[src/rtl/filter_sobel_3x3.sv]
// Sobel |Gx|+|Gy| edge-magnitude stage with thresholded edge flag
// and per-frame peak-magnitude tracking.
module filter_sobel_3x3 #(
  parameter int DATA_WIDTH = 12,
  parameter int MAG_SHIFT  = 2
) (
  input  logic                  clk,
  input  logic                  rst,
  input  logic                  bypass,
  input  logic [DATA_WIDTH-1:0] threshold,
  input  logic [DATA_WIDTH-1:0] x1,
  input  logic [DATA_WIDTH-1:0] x2,
  input  logic [DATA_WIDTH-1:0] x3,
  input  logic [DATA_WIDTH-1:0] x4,
  input  logic [DATA_WIDTH-1:0] x5,
  input  logic [DATA_WIDTH-1:0] x6,
  input  logic [DATA_WIDTH-1:0] x7,
  input  logic [DATA_WIDTH-1:0] x8,
  input  logic [DATA_WIDTH-1:0] x9,
  input  logic                  de_i,
  input  logic                  hs_i,
  input  logic                  vs_i,
  output logic [DATA_WIDTH-1:0] do_o,
  output logic                  edge_o,
  output logic                  de_o,
  output logic                  hs_o,
  output logic                  vs_o,
  output logic [DATA_WIDTH-1:0] frame_max_o,
  output logic                  frame_max_vld
);
  localparam int W  = DATA_WIDTH;
  localparam int SW = W + 2;
  localparam int GW = W + 3;
  localparam logic [W-1:0] MAXV = '1;

  typedef enum logic [1:0] {WAIT_LOW, ARMED, IN_FRAME} state_t;

  logic [SW-1:0]        a_q, a_d, b_q, b_d, c_q, c_d, d_q, d_d;
  logic signed [GW-1:0] gx_q, gx_d, gy_q, gy_d;
  logic [GW-1:0]        mag_q, mag_d;
  logic [W-1:0]         x5_1_q, x5_1_d, x5_2_q, x5_2_d, x5_3_q, x5_3_d;
  logic [2:0]           c1_q, c1_d, c2_q, c2_d, c3_q, c3_d, c4_q, c4_d;
  logic [W-1:0]         do_q, do_d;
  logic                 edge_q, edge_d;
  logic [W-1:0]         run_q, run_d, fmax_q, fmax_d;
  logic                 vld_q, vld_d;
  state_t               st_q, st_d;

  logic [GW-1:0] ax, ay, m;
  logic [W-1:0]  sat;

  always_comb begin
    a_d = {2'b0, x3} + {1'b0, x6, 1'b0} + {2'b0, x9};
    b_d = {2'b0, x1} + {1'b0, x4, 1'b0} + {2'b0, x7};
    c_d = {2'b0, x7} + {1'b0, x8, 1'b0} + {2'b0, x9};
    d_d = {2'b0, x1} + {1'b0, x2, 1'b0} + {2'b0, x3};
    gx_d = $signed({1'b0, a_q}) - $signed({1'b0, b_q});
    gy_d = $signed({1'b0, c_q}) - $signed({1'b0, d_q});
    ax = gx_q[GW-1] ? $unsigned(-gx_q) : $unsigned(gx_q);
    ay = gy_q[GW-1] ? $unsigned(-gy_q) : $unsigned(gy_q);
    mag_d = ax + ay;
    x5_1_d = x5;
    x5_2_d = x5_1_q;
    x5_3_d = x5_2_q;
    c1_d = {de_i, hs_i, vs_i};
    c2_d = c1_q;
    c3_d = c2_q;
    c4_d = c3_q;
    m   = mag_q >> MAG_SHIFT;
    sat = (m > {{(GW-W){1'b0}}, MAXV}) ? MAXV : m[W-1:0];
    do_d   = bypass ? x5_3_q : sat;
    edge_d = !bypass && c3_q[2] && (do_d > threshold);
  end

  // FSM looks at the S4 register inputs so frame_max_o/vld land
  // on the same clock as the vs_o falling edge they report.
  always_comb begin
    st_d   = st_q;
    run_d  = run_q;
    fmax_d = fmax_q;
    vld_d  = 1'b0;
    unique case (st_q)
      WAIT_LOW: if (!vs_i) st_d = ARMED;
      ARMED: begin
        if (c3_q[0] && !c4_q[0]) begin
          st_d  = IN_FRAME;
          run_d = c3_q[2] ? do_d : '0;
        end
      end
      IN_FRAME: begin
        if (!c3_q[0] && c4_q[0]) begin
          fmax_d = run_q;
          vld_d  = 1'b1;
          st_d   = ARMED;
        end else if (c3_q[0] && c3_q[2] && do_d > run_q) begin
          run_d = do_d;
        end
      end
      default: st_d = WAIT_LOW;
    endcase
  end

  always_ff @(posedge clk) begin
    if (rst) begin
      a_q <= '0; b_q <= '0; c_q <= '0; d_q <= '0;
      gx_q <= '0; gy_q <= '0; mag_q <= '0;
      x5_1_q <= '0; x5_2_q <= '0; x5_3_q <= '0;
      c1_q <= '0; c2_q <= '0; c3_q <= '0; c4_q <= '0;
      do_q <= '0; edge_q <= 1'b0;
      run_q <= '0; fmax_q <= '0; vld_q <= 1'b0;
      st_q <= WAIT_LOW;
    end else begin
      a_q <= a_d; b_q <= b_d; c_q <= c_d; d_q <= d_d;
      gx_q <= gx_d; gy_q <= gy_d; mag_q <= mag_d;
      x5_1_q <= x5_1_d; x5_2_q <= x5_2_d; x5_3_q <= x5_3_d;
      c1_q <= c1_d; c2_q <= c2_d; c3_q <= c3_d; c4_q <= c4_d;
      do_q <= do_d; edge_q <= edge_d;
      run_q <= run_d; fmax_q <= fmax_d; vld_q <= vld_d;
      st_q <= st_d;
    end
  end

  assign do_o          = do_q;
  assign edge_o        = edge_q;
  assign de_o          = c4_q[2];
  assign hs_o          = c4_q[1];
  assign vs_o          = c4_q[0];
  assign frame_max_o   = fmax_q;
  assign frame_max_vld = vld_q;
endmodule

[config.mk]
export PLATFORM = sky130hd
export DESIGN_NAME = filter_sobel_3x3
export DESIGN_NICKNAME = d
export VERILOG_FILES = /design/src/rtl/filter_sobel_3x3.sv
export SDC_FILE = /design/constraint.sdc
export NUM_CORES = 1
export LEC_CHECK = 0
export ABC_AREA = 1
export CELL_PAD_IN_SITES_DETAIL_PLACEMENT = 0
export CELL_PAD_IN_SITES_GLOBAL_PLACEMENT = 1
export CORE_UTILIZATION = 38
export CTS_BUF_LIST = sky130_fd_sc_hd__clkbuf_2
export DETAILED_ROUTE_END_ITERATION = 10
export PLACE_DENSITY_LB_ADDON = 0.1
export SETUP_SLACK_MARGIN = 0.2
export SLEW_MARGIN = 30
export SYNTH_ARGS = -nofsm -noshare
export SYNTH_HDL_FRONTEND = slang
export SYNTH_SLANG_ARGS = --single-unit
[constraint.sdc]
create_clock -name clk -period 2.66 [get_ports clk]
set_input_delay 0.665 -clock clk [delete_from_list [all_inputs] [get_ports clk]]
set_output_delay 0.665 -clock clk [all_outputs]
set_load 0.005 [all_outputs]
==> run_results.csv, run 1 <==
group,metric,value,unit
sta,max_freq,405,MHz
power,ir_drop,465,µV
synth,synthFlopType,"dfxtp_1",
final_layout,area_growth,33.0,%
synth,synth_area_leader_cell,"dfxtp_1",
clock_tree,worst_skew_pair.late_latency,0.79,ns
route,drc_errors,0,
clock_tree,htreeDepth,4,
placed_design,gp_congestion,0.926,
global_routing,antenna_found_initial,1,
sta,rsz0062_at_grt,"yes",
setup_path,arrival,3.17,ns
clock_tree,clock_sinks,187,
route,via_per_inst,4.71,
power,leakage,0.00748,µW
synth,synth_edf_count,0,
synth,syn_nets,1837,
sta,period_share,92.8,%
power,power.density,815,nW/µm²
sta,finalHoldViolations,0,
final_layout,final_util,51.8,%
setup_path,crit_required,3.36,ns
setup_path,critical_path_class,"register to register",
placed_design,placed_cells,2197,
synth,syn_avg_cell_area,7.55,µm²
sta,fin_crit,2.47,ns
sta,setup_viol,0,
sta,max_slew_margin,43.2,%
route,vias,10600,
synth,synth-seq-cells,187,
power,seq_power_share,28.2,%
floorplan,dieArea,31300,µm²
sta,tns,0,ns
floorplan,initial_core_util,39.0,%
sta,finalMaxSlewViolations,0,
run,max_cap_violations,0,
route,ant_nets,0,
floorplan,fp-row-count,63,
synth,synthArstFlopShare,0,%
outcome,outcome,"complete, no violations",
setup_path,cp_max_fo,4,
sta,finClkSkew,0.0979,ns
global_routing,grt_pass1_vias,10400,
synth,ys_seq_area_share,32.2,%
power,swShare,45.3,%
synth,synthDistinctLibCells,43,
clock_tree,cts_tree,"yes",
power,pwr-share-clk,12.2,%
placed_design,dp_hpwl,27.2,mm
setup_path,cp-start-kind,"register",
synth,synth_top_area_share,32.2,%
power,p_sw,5710,µW
sta,tightest_slew,0.851,ns
route,dr.first_iter.drc_count,449,
clock_tree,clk_pin_slew,0.32,ns
floorplan,ios,155,
final_layout,layout-drive-gt1-share,17.7,%
worst_hold_path,holdCritPathClass,"input port to register",
route,drt_wl_total,33.0,mm
clock_tree,root_buffer,"clkbuf_2",
floorplan,die_w,177,µm
synth,ys_warn_count,0,
power,internal_power,6890,µW
power,pwr-share-comb,59.6,%
clock_tree,clockBufferDepth,2,
final_layout,instances_no_fill,2247,
placed_design,portBuffers,154,
clock_tree,hold_buffers,0,
floorplan,die_h,177,µm
global_routing,grt_usage,21.6,%
synth,synthTopCellsByArea,"dfxtp_1 (32%), ha_1 (13%), fa_1 (8.6%)",
global_routing,grt_pass1_wl,52.2,mm
synth,synthCells,1542,
sta,hold_slack,0.339,ns
route,drtPass1Iterations,6,
synth,syn_area,11600,µm²
route,avgRoutedWirePerCell,14.7,µm
final_layout,fillers,2945,
clock_tree,cts_buffers,17,
global_routing,grt_max_degree,107,
final_layout,nets,2138,
global_routing,gr-total-overflow,0,
floorplan,coreArea,29900,µm²
power,p_total,12600,µW
setup_path,setup.worst_path.end_class,"register",
[cell usage after synthesis (all sizes together) (2+ instances only)]
cell,count
ha,119
a21oi,164
buf,15
a211o,2
o2111ai,4
clkinv,2
nor3,11
a21o,10
o211ai,5
clkbuf,15
xnor2,4
nand2,235
o21ai,110
o22ai,14
fa,50
o31ai,5
a31oi,9
xor2,19
nand4,17
o21bai,7
a21boi,4
inv,266
nand3,55
dfxtp,187
nor2,199
o21a,10
[sequential cells by signal, summed over array words and instances (netlist names), 12 cells and up]
| register | count |
|---|---|
| gx_q | 15 |
| gy_q | 15 |
| a_q | 14 |
| b_q | 14 |
| c_q | 14 |
| d_q | 14 |
| mag_q | 13 |
| do_o | 12 |
| frame_max_o | 12 |
| run_q | 12 |
| x5_1_q | 12 |
| x5_2_q | 12 |
| x5_3_q | 12 |
[cell type report]
| cell class | instances | area [µm²] | area share [%] |
|---|---|---|---|
| multi-input combinational | 1057 | 7140 | 46.1 |
| sequential | 187 | 3760 | 24.3 |
| timing repair buffer | 312 | 2800 | 18.1 |
| tap | 390 | 488 | 3.15 |
| clock inverter | 15 | 185 | 1.20 |
| inverter | 268 | 1020 | 6.57 |
| antenna | 1 | 2.50 | 0.0162 |
| clock buffer | 17 | 85.1 | 0.550 |
[kinds of logic after synthesis]
logic type / Yosys count / synth area share [%]
AO/OA/AOI/OAI: 346 / 16.4
XOR/XNOR: 23 / 1.73
adder cells (fa/ha/maj): 169 / 21.4
buffers and inverters: 298 / 9.90
flip-flops: 187 / 32.2
AND/OR/NAND/NOR: 519 / 18.4
[per-stage QoR]
step / setup slack, ns / instance area (µm²)
floorplan: 0.178 / 11700
global placement: -0.582 / 14600
detailed placement: -0.610 / 14600
CTS: 0.158 / 15100
global route: 0.0554 / 15500
finish: 0.192 / 15500
[metal layers]
metal  global-route usage [%]  routed length, µm  vias up
met3                     3.59               1190       45
met1                     24.8              14300     4701
met4                     8.58               1100        0
met2                     39.5              16500      237
met5                        0                  0        -
li1                         -                  -     5594
[worst paths after layout]
check | from | to | slack [ns] | cells after the start
worst max-delay path | gx_q[1]$_SDFF_PP0_ | mag_q[12]$_SDFF_PP0_ | 0.19 | 17
worst min register to register | x5_2_q[3]$_SDFF_PP0_ | x5_3_q[3]$_SDFF_PP0_ | 0.38 | 2
worst max register to register | gx_q[1]$_SDFF_PP0_ | mag_q[12]$_SDFF_PP0_ | 0.19 | 17
worst min-delay path | rst | frame_max_o[11]$_SDFFE_PP0P_ | 0.34 | 4
[power groups by stage]
stage	combinational, µW	clock (µW)	sequential (µW)
detailed placement	6350	0	3580
floorplan	4180	0	3510
finish	7520	1530	3560
global placement	6320	0	3580
global route	8410	1720	3610
CTS	6800	1600	3540
[worst max-delay path: stages, from the launching register on]
cell and delay, ns:
dfxtp_2 0.38, inv_2 0.06, ha_2 0.17, inv_1 0.06, nor2_4 0.11, inv_1 0.05
o31ai_1 0.23, xor2_1 0.30, ha_2 0.37, buf_6 0.13, nand2_4 0.07, inv_2 0.05
a21oi_2 0.11, o21ai_1 0.07, a21oi_2 0.14, nand2_1 0.06, nand2_1 0.06, nor2_1 0.04
[placed cells by master (no fill, tap or decap), types with 7 or more instances in the layout]
cell	count
a21o_1	10
a21oi_1	152
a21oi_2	12
a31oi_1	8
buf_4	153
clkbuf_2	17
clkdlybuf4s50_1	147
dfxtp_1	172
dfxtp_2	14
fa_1	47
ha_1	113
inv_1	232
inv_2	31
nand2_1	211
nand2_2	19
nand3_1	51
nand4_1	17
nor2_1	183
nor2_2	10
nor3_1	10
o21a_1	10
o21ai_0	71
o21ai_1	36
o22ai_2	7
xor2_1	15
[repair_timing]
item | in CTS | in global routing
endpoints found under the hold margin | 0 | 0
resized for setup | 44 | 76
buffers inserted | 10 | 7
setup endpoints to repair | 9 | 29
pin swaps | 23 | 34
Power figures use the tool's default switching activity.
==> inputs of run 2 (changes only) <==
RECOVER_POWER = 100   (was unset)
==> run 2 against run 1 <==
The run now ends with capacitance limit, slew limit left. Global-route usage is the same. Combinational power shrank 1%. Total power shrank 0.69%. Maximum frequency shrank 6.1%. Clock power is essentially flat. Via count is essentially flat. Hold slack gained 0.0089 ns. Critical path depth shrank 4. Die area is the same. Flip-flop and latch count is the same. Clock skew shrank 0.0014 ns.
==> run_results.csv, run 2 (same netlist as run 1, synthesis figures left out) <==
group,metric,value,unit
outcome,outcome,"complete, but fails checks",
outcome,violations,"capacitance limit, slew limit",
final_layout,fillers,2969,
final_layout,layout-drive-gt1-share,15.8,%
sta,tns,0,ns
worst_hold_path,holdCritPathClass,"input port to register",
global_routing,grt_pass1_wl,52.2,mm
sta,setup_viol,0,
placed_design,placed_cells,2197,
global_routing,grt_max_degree,107,
route,drt_wl_total,33.1,mm
final_layout,layout_common_cells,"inv_1 (235), nand2_1 (217), nor2_1 (185)",
sta,max_freq,381,MHz
clock_tree,root_buffer,"clkbuf_2",
setup_path,critPathSlowestCell,"dlygate4sd3_1",
route,vias,10600,
setup_path,cp_max_fo,4,
floorplan,die_w,177,µm
clock_tree,clock_sinks,187,
placed_design,dpl-instance-area,14600,µm²
floorplan,coreArea,29900,µm²
route,drtPass1Iterations,4,
floorplan,initial_core_util,39.0,%
sta,max_slew_margin,-48.6,%
floorplan,dieArea,31300,µm²
floorplan,ios,155,
sta,finalHoldViolations,0,
sta,tightest_slew,2.23,ns
clock_tree,cts_tree,"yes",
clock_tree,cts_buffers,17,
route,via_per_inst,4.70,
final_layout,largestRegisters,"gx_q (15), gy_q (15)",
floorplan,fp-row-count,63,
setup_path,critical_path_class,"input port to register",
setup_path,crit_required,3.33,ns
run,max_cap_violations,1,
placed_design,gp_congestion,0.926,
clock_tree,worst_skew_pair.late_latency,0.79,ns
final_layout,fin_area,15400,µm²
power,ir_drop,461,µV
clock_tree,clockBufferDepth,2,
placed_design,portBuffers,154,
route,dr.first_iter.drc_count,443,
global_routing,gr-total-overflow,0,
placed_design,dp_hpwl,27.2,mm
sta,rsz0062_at_grt,"yes",
power,power.density,815,nW/µm²
route,drc_errors,0,
route,avgRoutedWirePerCell,14.7,µm
clock_tree,clk_pin_slew,0.34,ns
final_layout,instances_no_fill,2247,
setup_path,cp_cell_sequence,"dlygate4sd3_1 > clkbuf_4 > fa_1 > ha_1 > inv_1 > buf_4 > o21ai_0 > a21oi_1 > buf_4 > o21ai_1 > nand2_1 > nand2_1 > nor2_1",
clock_tree,htreeDepth,4,
setup_path,cp-start-kind,"input port",
sta,period_share,98.8,%
setup_path,arrival,3.29,ns
final_layout,mostFrequentLayoutCell,"inv_1",
setup_path,worst-path-buf-inv,5,
setup_path,critical-path-max-stage-delay,0.60,ns
sta,fin_crit,2.63,ns
global_routing,grt_pass1_vias,10400,
power,p_total,12500,µW
placed_design,pre_cts_ws,-0.610,ns
setup_path,critPathTopFamily,"buffers and inverters",
final_layout,nets,2138,
global_routing,antenna_found_initial,1,
power,leakage,0.00750,µW
floorplan,die_h,177,µm
route,ant_nets,0,
final_layout,area_growth,32.1,%
sta,finalMaxSlewViolations,107,
sta,finClkSkew,0.0965,ns
setup_path,setup.worst_path.end_class,"register",
final_layout,seqCellArea,3750,µm²
sta,finalWorstSetupSlack,0.0323,ns
final_layout,multi_input_area,7080,µm²
global_routing,grt_usage,21.6,%
run 2: cell types whose count changed in the layout (fill, tap and decap cells not counted), moves of 3 or more:
| cell | delta |
|---|---|
| clkbuf_1 | +5 |
| nand2_1 | +6 |
| o21ai_0 | +21 |
| dfxtp_2 | -9 |
| o21ai_1 | -20 |
| clkdlybuf4s50_1 | -26 |
| inv_2 | -5 |
| dfxtp_1 | +10 |
| dlygate4sd3_1 | +26 |
| inv_1 | +3 |
| buf_4 | -7 |
| nand2_2 | -6 |
run 2: area by class of cell:
class,instances,area share [%]
multi-input combinational,1057,46.1
sequential,187,24.4
timing repair buffer,312,18.0
inverter,268,6.62
tap,390,3.17
clock inverter,15,1.20
clock buffer,17,0.554
antenna,1,0.0163
run 2: path summary, 6_finish.rpt:
kind	from	endpoint	slack [ns]	cells past startpoint
setup / recovery	x3[1]	d_q[12]$_SDFF_PP0_	0.03	13
hold / removal	x5[2]	x5_1_q[2]$_SDFF_PP0_	0.35	3
setup reg to reg	gy_q[0]$_SDFF_PP0_	mag_q[14]$_SDFF_PP0_	0.19	18
hold reg to reg	x5_2_q[3]$_SDFF_PP0_	x5_3_q[3]$_SDFF_PP0_	0.38	2
run 2: worst min-delay path, delay by kind of cell:
kind	cells	cell delay, ns
buf+inv	2	0.45
simple gates	1	0.03
run 2: repair_timing:
action                                  CTS  global route
resized for setup                        44            76
endpoints found under the setup margin    9            29
hold buffers                              0             0
buffers inserted                         10             7
pin swaps                                23            34
run 2: per-stage QoR:
stage	utilization (%)	hold WS, ns
floorplan	-	0.388
global placement	49.0	0.394
detailed placement	49.0	0.396
CTS	50.6	0.257
global route	51.4	0.217
finish	51.4	0.348
run 2: power by group:
part / switching, µW / internal (µW)
logic: 4230 / 3200
registers: 259 / 3300
clock network: 1190 / 345
total: 5680 / 6840
run 2: metal layers:
layer | GRT usage [%] | part of all wire, % | vias up
met3 | 3.59 | 3.6 | 47
met5 | 0 | 0 | -
met2 | 39.5 | 50 | 240
li1 | - | - | 5592
met4 | 8.58 | 3.4 | 0
met1 | 24.8 | 43 | 4693
